--- config.mk ---
export PLATFORM = sky130hd
export DESIGN_NAME = wave_rom_arbiter
export DESIGN_NICKNAME = d
export VERILOG_FILES = /design/src/rtl/wave_arb_pkg.sv /design/src/rtl/wave_arb_rr.sv /design/src/rtl/wave_rom_arbiter.sv
export SDC_FILE = /design/constraint.sdc
export NUM_CORES = 1
export LEC_CHECK = 0
export CAP_MARGIN = 20
export CORE_MARGIN = 3
export CORE_UTILIZATION = 40
export DETAILED_ROUTE_END_ITERATION = 16
export PLACE_DENSITY = 0.81
export SLEW_MARGIN = 10
export SYNTH_ARGS = -nofsm -noshare
export SYNTH_HDL_FRONTEND = slang
export SYNTH_SLANG_ARGS = --single-unit
--- constraint.sdc ---
create_clock -name I_CLK -period 1.7 [get_ports I_CLK]
set_input_delay 0.34 -clock I_CLK [delete_from_list [all_inputs] [get_ports I_CLK]]
set_output_delay 0.34 -clock I_CLK [all_outputs]
set_load 0.02 [all_outputs]
--- src/rtl/wave_arb_pkg.sv ---
// rtl/wave_arb_pkg.sv - shared types and helpers for the wave ROM arbiter
package wave_arb_pkg;

    // Upper bound on player channels sharing one memory port
    localparam int MAX_CH = 8;

    typedef enum logic [1:0] {
        ST_IDLE   = 2'd0,
        ST_ISSUE  = 2'd1,
        ST_RETURN = 2'd2
    } arb_state_e;

    // Pick the even (low) or odd (high) byte out of a memory word
    function automatic logic [7:0] byte_sel(input logic [15:0] word, input logic odd);
        return odd ? word[15:8] : word[7:0];
    endfunction

endpackage

--- src/rtl/wave_arb_rr.sv ---
// rtl/wave_arb_rr.sv - combinational round-robin picker for the wave ROM arbiter
module wave_arb_rr #(
    parameter int NUM_CH = 4,
    parameter int IW     = 2
) (
    input  logic [NUM_CH-1:0] pend,
    input  logic [IW-1:0]     rr,
    output logic [IW-1:0]     grant,
    output logic              any_vld
);

    logic [IW:0] sum;
    logic [IW:0] wrapped;
    logic        found;

    assign any_vld = |pend;

    // Scan channels starting at rr with wrap; the first pending one wins
    always_comb begin
        grant   = '0;
        found   = 1'b0;
        sum     = '0;
        wrapped = '0;
        for (int i = 0; i < NUM_CH; i++) begin
            sum     = {1'b0, rr} + (IW+1)'(i);
            wrapped = (sum >= (IW+1)'(NUM_CH)) ? (sum - (IW+1)'(NUM_CH)) : sum;
            if (!found && pend[wrapped[IW-1:0]]) begin
                found = 1'b1;
                grant = wrapped[IW-1:0];
            end
        end
    end

endmodule

--- src/rtl/wave_rom_arbiter.sv ---
// rtl/wave_rom_arbiter.sv - round-robin byte ports onto one 16-bit sample memory; option macro WAVE_ARB_WORD_HOLD_EN
module wave_rom_arbiter
    import wave_arb_pkg::*;
#(
    parameter int NUM_CH = 4,
    parameter int AW     = 28
) (
    input  logic                 I_CLK,
    input  logic                 I_RST_N,
    input  logic [NUM_CH*AW-1:0] I_ADDR,
    input  logic [NUM_CH-1:0]    I_READ,
    output logic [NUM_CH*8-1:0]  O_DATA,
    output logic [NUM_CH-1:0]    O_READY,
    output logic [AW-2:0]        O_MEM_ADDR,
    output logic                 O_MEM_REQ,
    input  logic [15:0]          I_MEM_DATA,
    input  logic                 I_MEM_ACK
);

    localparam int IW = (NUM_CH > 1) ? $clog2(NUM_CH) : 1;

    arb_state_e          state_q, state_d;
    logic [NUM_CH-1:0]   pend_q, pend_d;
    logic [AW-1:0]       addr_q [NUM_CH];
    logic [AW-1:0]       addr_d [NUM_CH];
    logic [NUM_CH*8-1:0] data_q, data_d;
    logic [IW-1:0]       grant_q, grant_d;
    logic [IW-1:0]       rr_q, rr_d;
    logic [IW-1:0]       pick;
    logic                any_vld;
    logic                mem_req_q, mem_req_d;
    logic [AW-2:0]       mem_addr_q, mem_addr_d;
    logic [7:0]          byte_q, byte_d;
    logic [NUM_CH-1:0]   rdy;

`ifdef WAVE_ARB_WORD_HOLD_EN
    logic [15:0]         hold_word_q [NUM_CH];
    logic [15:0]         hold_word_d [NUM_CH];
    logic [AW-2:0]       hold_tag_q  [NUM_CH];
    logic [AW-2:0]       hold_tag_d  [NUM_CH];
    logic [NUM_CH-1:0]   hold_vld_q, hold_vld_d;
    logic [NUM_CH-1:0]   local_q, local_d;

    // A channel is busy while waiting on memory or on its one-cycle local hit
    assign rdy = ~(pend_q | local_q);
`else
    assign rdy = ~pend_q;
`endif

    assign O_READY    = rdy;
    assign O_DATA     = data_q;
    assign O_MEM_REQ  = mem_req_q;
    assign O_MEM_ADDR = mem_addr_q;

    wave_arb_rr #(
        .NUM_CH (NUM_CH),
        .IW     (IW)
    ) u_rr (
        .pend    (pend_q),
        .rr      (rr_q),
        .grant   (pick),
        .any_vld (any_vld)
    );

    // Capture channel strobes, then run the one-at-a-time fetch sequence
    always_comb begin
        state_d    = state_q;
        pend_d     = pend_q;
        addr_d     = addr_q;
        data_d     = data_q;
        grant_d    = grant_q;
        rr_d       = rr_q;
        mem_req_d  = mem_req_q;
        mem_addr_d = mem_addr_q;
        byte_d     = byte_q;
`ifdef WAVE_ARB_WORD_HOLD_EN
        hold_word_d = hold_word_q;
        hold_tag_d  = hold_tag_q;
        hold_vld_d  = hold_vld_q;
        local_d     = local_q;

        // Local hits complete one cycle after capture, straight from the held word
        for (int n = 0; n < NUM_CH; n++) begin
            if (local_q[n]) begin
                data_d[n*8 +: 8] = byte_sel(hold_word_q[n], addr_q[n][0]);
                local_d[n]       = 1'b0;
            end
        end
`endif

        for (int n = 0; n < NUM_CH; n++) begin
            if (I_READ[n] && rdy[n]) begin
                addr_d[n] = I_ADDR[n*AW +: AW];
`ifdef WAVE_ARB_WORD_HOLD_EN
                if (hold_vld_q[n] && (I_ADDR[n*AW+1 +: AW-1] == hold_tag_q[n])) begin
                    local_d[n] = 1'b1;
                end else begin
                    pend_d[n] = 1'b1;
                end
`else
                pend_d[n] = 1'b1;
`endif
            end
        end

        case (state_q)
            ST_IDLE: begin
                if (any_vld) begin
                    grant_d    = pick;
                    mem_addr_d = addr_q[pick][AW-1:1];
                    mem_req_d  = 1'b1;
                    state_d    = ST_ISSUE;
                end
            end
            ST_ISSUE: begin
                if (I_MEM_ACK) begin
                    mem_req_d = 1'b0;
                    byte_d    = byte_sel(I_MEM_DATA, addr_q[grant_q][0]);
                    state_d   = ST_RETURN;
`ifdef WAVE_ARB_WORD_HOLD_EN
                    hold_word_d[grant_q] = I_MEM_DATA;
                    hold_tag_d[grant_q]  = mem_addr_q;
                    hold_vld_d[grant_q]  = 1'b1;
`endif
                end
            end
            ST_RETURN: begin
                // Data and ready move together so O_DATA only changes as ready rises
                pend_d[grant_q]        = 1'b0;
                data_d[grant_q*8 +: 8] = byte_q;
                rr_d    = (grant_q == IW'(NUM_CH-1)) ? '0 : grant_q + 1'b1;
                state_d = ST_IDLE;
            end
            default: state_d = ST_IDLE;
        endcase
    end

    // State register with synchronous active-low reset
    always_ff @(posedge I_CLK) begin
        if (!I_RST_N) begin
            state_q    <= ST_IDLE;
            pend_q     <= '0;
            data_q     <= '0;
            grant_q    <= '0;
            rr_q       <= '0;
            mem_req_q  <= 1'b0;
            mem_addr_q <= '0;
            byte_q     <= '0;
            for (int n = 0; n < NUM_CH; n++) begin
                addr_q[n] <= '0;
            end
        end else begin
            state_q    <= state_d;
            pend_q     <= pend_d;
            data_q     <= data_d;
            grant_q    <= grant_d;
            rr_q       <= rr_d;
            mem_req_q  <= mem_req_d;
            mem_addr_q <= mem_addr_d;
            byte_q     <= byte_d;
            addr_q     <= addr_d;
        end
    end

`ifdef WAVE_ARB_WORD_HOLD_EN
    // Per-channel word hold registers; reset invalidates every entry
    always_ff @(posedge I_CLK) begin
        if (!I_RST_N) begin
            hold_vld_q <= '0;
            local_q    <= '0;
            for (int n = 0; n < NUM_CH; n++) begin
                hold_word_q[n] <= '0;
                hold_tag_q[n]  <= '0;
            end
        end else begin
            hold_vld_q  <= hold_vld_d;
            local_q     <= local_d;
            hold_word_q <= hold_word_d;
            hold_tag_q  <= hold_tag_d;
        end
    end
`endif

endmodule
==> results_tabular.tex <==
\begin{tabular}{lr}
\hline
Metric & Value \\
\hline
\multicolumn{2}{l}{\textbf{Detailed routing}} \\
Total vias in the final route & just under 7000 \\
Wire length per cell & between 15 and 20 um \\
Detailed-route wire length & 23.49 mm \\
Residual DRC count & 0 \\
Routed vias/inst & 5.113 \\
Number of antenna-violating nets in the routed design & 0 \\
Number of optimization iterations in the first detailed-route pass & 5 \\
Starting DRC count in detailed routing & 290 \\
\multicolumn{2}{l}{\textbf{STA}} \\
Worst clock skew on the final layout & 0.008006 ns \\
Top achievable clock speed & 0.5923 GHz \\
Worst relative slew slack & 0.7342 \\
Setup repair after global routing missed its margin & yes \\
Actual transition at the worst max-transition pin & 0.3987 ns \\
Final setup violation count & 0 \\
TNS Setup & 0 ns \\
Min Tclk post-route & 1.688 ns \\
WHS & 0.2870 ns \\
Final critical-path share of the clock period & 0.9931 \\
Final max-slew violation count & 0 \\
Hold Vio Cnt, Final & 0 \\
\multicolumn{2}{l}{\textbf{Floorplanning}} \\
X dimension of the die & 146.4 um \\
Initial core utilization & 0.4143 \\
Core Footprint & 19020 um2 \\
Std-Cell Rows & 50 \\
I/O pin cnt & $\sim$200 \\
Die footprint & around 21000 um2 \\
Height of the die & $\sim$150 um \\
\multicolumn{2}{l}{\textbf{Logic synthesis}} \\
Post-synthesis net count & 981 \\
Post-Synthesis Mean Instance Area & 9.381 um2 \\
Seq cells post-synth & 190 \\
Number of distinct library cells after synthesis & 38 \\
Proportion of synthesized chip area in sequential cells & 0.4827 \\
Count of warnings emitted by yosys & 0 \\
Top cells by area, synth & sky130\_fd\_sc\_hd\_\_dfxtp\_1 48\%, sky130\_fd\_sc\_hd\_\_nand2\_1 13\%, sky130\_fd\_sc\_hd\_\_a21boi\_0 11\%, sky130\_fd\_sc\_hd\_\_mux2i\_1 8.3\%, sky130\_fd\_sc\_hd\_\_o221ai\_2 4.0\% \\
Number of cells produced by synthesis & 840 \\
Mapped Area & roughly 8000 um2 \\
Cell type contributing the most total cell area after synthesis & sky130\_fd\_sc\_hd\_\_dfxtp\_1 \\
Top cell type's share of synthesized area & 0.4827 \\
\multicolumn{2}{l}{\textbf{Cells and area}} \\
Area Overhead vs Synth & 43.78\% \\
Count of non-filler cells in the finished layout & between 1000 and 1500 \\
Share of final-layout standard cells stronger than drive strength 1 & 0.1442 \\
Register cell area after layout & 3815 um2 \\
Fill cell total of the finished layout & $\sim$1600 \\
Diodes inserted & 0 \\
Total Nets Final & about 1200 \\
Multi-input logic area & 3910 um2 \\
Post-route cell area & between 10000 and 15000 um2 \\
\multicolumn{2}{l}{\textbf{Pwr}} \\
Switching power of the nets & 2.812 mW \\
Power density of the placed cells & 985.5 nW/um2 \\
Power share of the combinational group & 0.161 \\
Portion of total power attributed to sequential cells & 0.435 \\
Power Internal & roughly 8.4 mW \\
Worst vdd rail ir drop & 0.0007339 V \\
Switching part of the total & 0.2519 \\
Leakage power figure & roughly 4.5 nW \\
Share of total power in the clock network & 0.404 \\
\multicolumn{2}{l}{\textbf{Place}} \\
Final GP Congestion & between 0.8 and 0.9 \\
Count of placed standard cells including taps & 1288 \\
HPWL Detailed & $\sim$16 mm \\
Count of input and output buffers & $\sim$200 \\
Post-detailed-placement cell area & roughly 10000 um2 \\
\multicolumn{2}{l}{\textbf{GRT}} \\
Global-route wire length before repair & between 30 and 40 mm \\
Total routing usage reported by global routing & 0.2131 \\
GR Overflow Total & 0 \\
Antenna violations before repair & 1 \\
Via count of the first global-routing pass & $\sim$6900 \\
Pin count of the biggest net entering global routing & 46 \\
\multicolumn{2}{l}{\textbf{Setup path}} \\
Worst endpoint data arrival time & about 2.0 ns \\
Maximum net fanout on the critical path & 6 \\
Worst R2R Setup Slack & $\sim$0.012 ns \\
CP startpoint kind & flop \\
Worst setup EP type & flop \\
Data required time of the critical path & between 2 and 2.5 ns \\
Setup CP Type & reg -> reg \\
Worst r2r path cells & 8 \\
Reg-to-reg endpoint & O\_MEM\_ADDR[9]\$\_SDFFE\_PN0P\_ \\
Worst R2R Start & pend\_q[0]\$\_SDFF\_PN0\_ \\
\multicolumn{2}{l}{\textbf{Clocking}} \\
Clock latency on the worst-skew pair & 0.43 ns \\
Buffer depth of the longest clock path & 2 \\
Num CTS Buffers & 17 \\
Reg clk slew, reported paths & approximately 0.07 ns \\
Deepest level of the CTS H-tree & 4 \\
Sinks on Clock Net & 190 \\
TritonCTS clock tree & done \\
Hold bufs inserted after CTS & 0 \\
Clock Tree Root & sky130\_fd\_sc\_hd\_\_clkbuf\_16 \\
\multicolumn{2}{l}{\textbf{Min path}} \\
Hold Crit Endpoint & state\_q[0]\$\_SDFFE\_PN0P\_ \\
Number of stages on the worst hold path & 2 \\
Min-delay src & I\_RST\_N \\
Hold/Removal Path Class & in -> reg \\
\multicolumn{2}{l}{\textbf{Outcome}} \\
Run status & completed \\
\multicolumn{2}{l}{\textbf{Job}} \\
Max-cap violations & 0 \\
\hline
\end{tabular}
power groups by stage:
stage,Combinational [mW],Sequential (mW),Clock [mW]
after floorplan,0.819,4.94,0
after global placement,1.66,4.94,0
after detailed placement,1.69,4.94,0
after CTS,1.72,4.85,4.56
after global routing,1.93,4.88,4.74
final,1.79,4.86,4.51
worst max path at each step:
stage,start,to,slack [ns],depth (start not counted)
finish,pend_q[0]$_SDFF_PN0_,O_MEM_ADDR[9]$_SDFFE_PN0P_,0.01,8
global route,pend_q[0]$_SDFF_PN0_,O_MEM_ADDR[9]$_SDFFE_PN0P_,-0.09,8
CTS,pend_q[0]$_SDFF_PN0_,O_MEM_ADDR[9]$_SDFFE_PN0P_,-0.02,7
detailed placement,pend_q[0]$_SDFF_PN0_,O_MEM_ADDR[21]$_SDFFE_PN0P_,-0.07,7
global placement,pend_q[0]$_SDFF_PN0_,O_MEM_ADDR[23]$_SDFFE_PN0P_,-0.009,7
floorplan,grant_q[0]$_SDFFE_PN0P_,O_DATA[17]$_SDFFE_PN0P_,0.04,7
cells in the final DEF (no fill, tap or decap), types with 2 or more instances in the layout:
| master | count |
|---|---|
| sky130_fd_sc_hd__a22oi_1 | 20 |
| sky130_fd_sc_hd__clkbuf_8 | 2 |
| sky130_fd_sc_hd__nand2b_1 | 2 |
| sky130_fd_sc_hd__clkinv_4 | 2 |
| sky130_fd_sc_hd__dfxtp_1 | 183 |
| sky130_fd_sc_hd__a21oi_2 | 2 |
| sky130_fd_sc_hd__inv_1 | 6 |
| sky130_fd_sc_hd__o211a_1 | 8 |
| sky130_fd_sc_hd__and2_1 | 2 |
| sky130_fd_sc_hd__inv_6 | 3 |
| sky130_fd_sc_hd__clkbuf_16 | 19 |
| sky130_fd_sc_hd__o221ai_1 | 5 |
| sky130_fd_sc_hd__a22o_1 | 12 |
| sky130_fd_sc_hd__nand2_1 | 265 |
| sky130_fd_sc_hd__o21a_1 | 4 |
| sky130_fd_sc_hd__o221ai_2 | 23 |
| sky130_fd_sc_hd__inv_8 | 2 |
| sky130_fd_sc_hd__nor2b_2 | 6 |
| sky130_fd_sc_hd__nor2b_1 | 25 |
| sky130_fd_sc_hd__mux2i_4 | 3 |
| sky130_fd_sc_hd__bufinv_16 | 5 |
| sky130_fd_sc_hd__ha_1 | 4 |
| sky130_fd_sc_hd__mux2i_2 | 7 |
| sky130_fd_sc_hd__dlygate4sd2_1 | 62 |
| sky130_fd_sc_hd__nand2_2 | 2 |
| sky130_fd_sc_hd__mux2i_1 | 55 |
| sky130_fd_sc_hd__a21boi_0 | 112 |
| sky130_fd_sc_hd__nor2_1 | 4 |
| sky130_fd_sc_hd__clkdlybuf4s50_1 | 133 |
| sky130_fd_sc_hd__buf_12 | 14 |
| sky130_fd_sc_hd__buf_4 | 38 |
| sky130_fd_sc_hd__o21ai_0 | 2 |
| sky130_fd_sc_hd__dfxtp_2 | 6 |
| sky130_fd_sc_hd__a21oi_1 | 4 |
per-layer routing:
layer	part of all wire	global-route usage
met5	0.00055	0
met2	0.51	0.3712
met1	0.42	0.2638
met4	0.022	0.07385
met3	0.053	0.04128
flip-flops by register name, summed over array words and instances, names as in the netlist:
signal	cells
byte_q	8
O_MEM_ADDR	27
pend_q	4
grant_q	2
O_DATA	32
state_q	2
O_MEM_REQ	1
addr_q	112
rr_q	2
stage by stage:
| step | utilization | setup WS [ns] | total power [mW] |
|---|---|---|---|
| 2_1_floorplan | - | 0.04387 | 5.759 |
| 3_5_place_dp | 0.5514 | -0.07101 | 6.633 |
| 6_report | 0.5957 | 0.01181 | 11.17 |
| 4_1_cts | 0.5878 | -0.02000 | 11.13 |
| 3_3_place_gp | 0.5514 | -0.009277 | 6.600 |
| 5_1_grt | 0.5957 | -0.08873 | 11.55 |
logic make-up after synthesis:
kind of cell	share of synthesized area
multiplexers	0.08542
buffers and inverters	0.03747
flip-flops	0.4827
AND/OR/NAND/NOR	0.1726
AO/OA/AOI/OAI	0.2123
adder cells (fa/ha/maj)	0.009527
synth_stat cells:
cell type	instances
sky130_fd_sc_hd__nand3_1	1
sky130_fd_sc_hd__a21boi_0	112
sky130_fd_sc_hd__o211a_1	8
sky130_fd_sc_hd__mux2i_1	65
sky130_fd_sc_hd__buf_1	4
sky130_fd_sc_hd__a22oi_1	20
sky130_fd_sc_hd__nor2_1	4
sky130_fd_sc_hd__nand3b_4	1
sky130_fd_sc_hd__a311oi_4	1
sky130_fd_sc_hd__buf_6	4
sky130_fd_sc_hd__a22o_1	12
sky130_fd_sc_hd__inv_1	6
sky130_fd_sc_hd__o221ai_2	21
sky130_fd_sc_hd__nand2_2	2
sky130_fd_sc_hd__buf_2	11
sky130_fd_sc_hd__inv_2	1
sky130_fd_sc_hd__o221ai_1	7
sky130_fd_sc_hd__o21a_1	4
sky130_fd_sc_hd__and2_0	1
sky130_fd_sc_hd__o21ai_0	3
sky130_fd_sc_hd__and3b_1	1
sky130_fd_sc_hd__clkbuf_1	37
sky130_fd_sc_hd__and2_1	4
sky130_fd_sc_hd__nor4b_2	1
sky130_fd_sc_hd__nor4b_4	1
sky130_fd_sc_hd__mux4_2	1
sky130_fd_sc_hd__a21oi_2	1
sky130_fd_sc_hd__ha_1	6
sky130_fd_sc_hd__nor3b_1	1
sky130_fd_sc_hd__nand2b_1	2
sky130_fd_sc_hd__a221o_1	1
sky130_fd_sc_hd__a21oi_1	6
sky130_fd_sc_hd__nand2_1	265
sky130_fd_sc_hd__nor3_2	1
sky130_fd_sc_hd__dfxtp_1	190
sky130_fd_sc_hd__nand3_2	1
sky130_fd_sc_hd__nor2b_1	31
sky130_fd_sc_hd__buf_4	2
critical path, cell delays in order, from the launching register on:
cell and delay [ns]:
sky130_fd_sc_hd__dfxtp_2 0.35, sky130_fd_sc_hd__a21oi_2 0.15, sky130_fd_sc_hd__o21ai_2 0.08, sky130_fd_sc_hd__a21oi_4 0.24, sky130_fd_sc_hd__buf_6 0.15, sky130_fd_sc_hd__buf_16 0.12, sky130_fd_sc_hd__buf_4 0.13, sky130_fd_sc_hd__mux2i_2 0.23
sky130_fd_sc_hd__o221ai_2 0.12
layout make-up:
| class | count | area share |
|---|---|---|
| clock buffers | 19 | 0.03998 |
| inverters | 7 | 0.002319 |
| repair buffers | 254 | 0.2274 |
| multi-input cells | 585 | 0.3451 |
| clock inverters | 13 | 0.01977 |
| well taps | 260 | 0.02871 |
| flip-flops and latches | 190 | 0.3367 |
what timing repair did:
item,in CTS,in global routing
setup buffers,1,3
resized for setup,73,27
cloned,2,2
endpoints found under the setup margin,94,42
pin swaps,1,4
(Power assumes the default switching activity.)
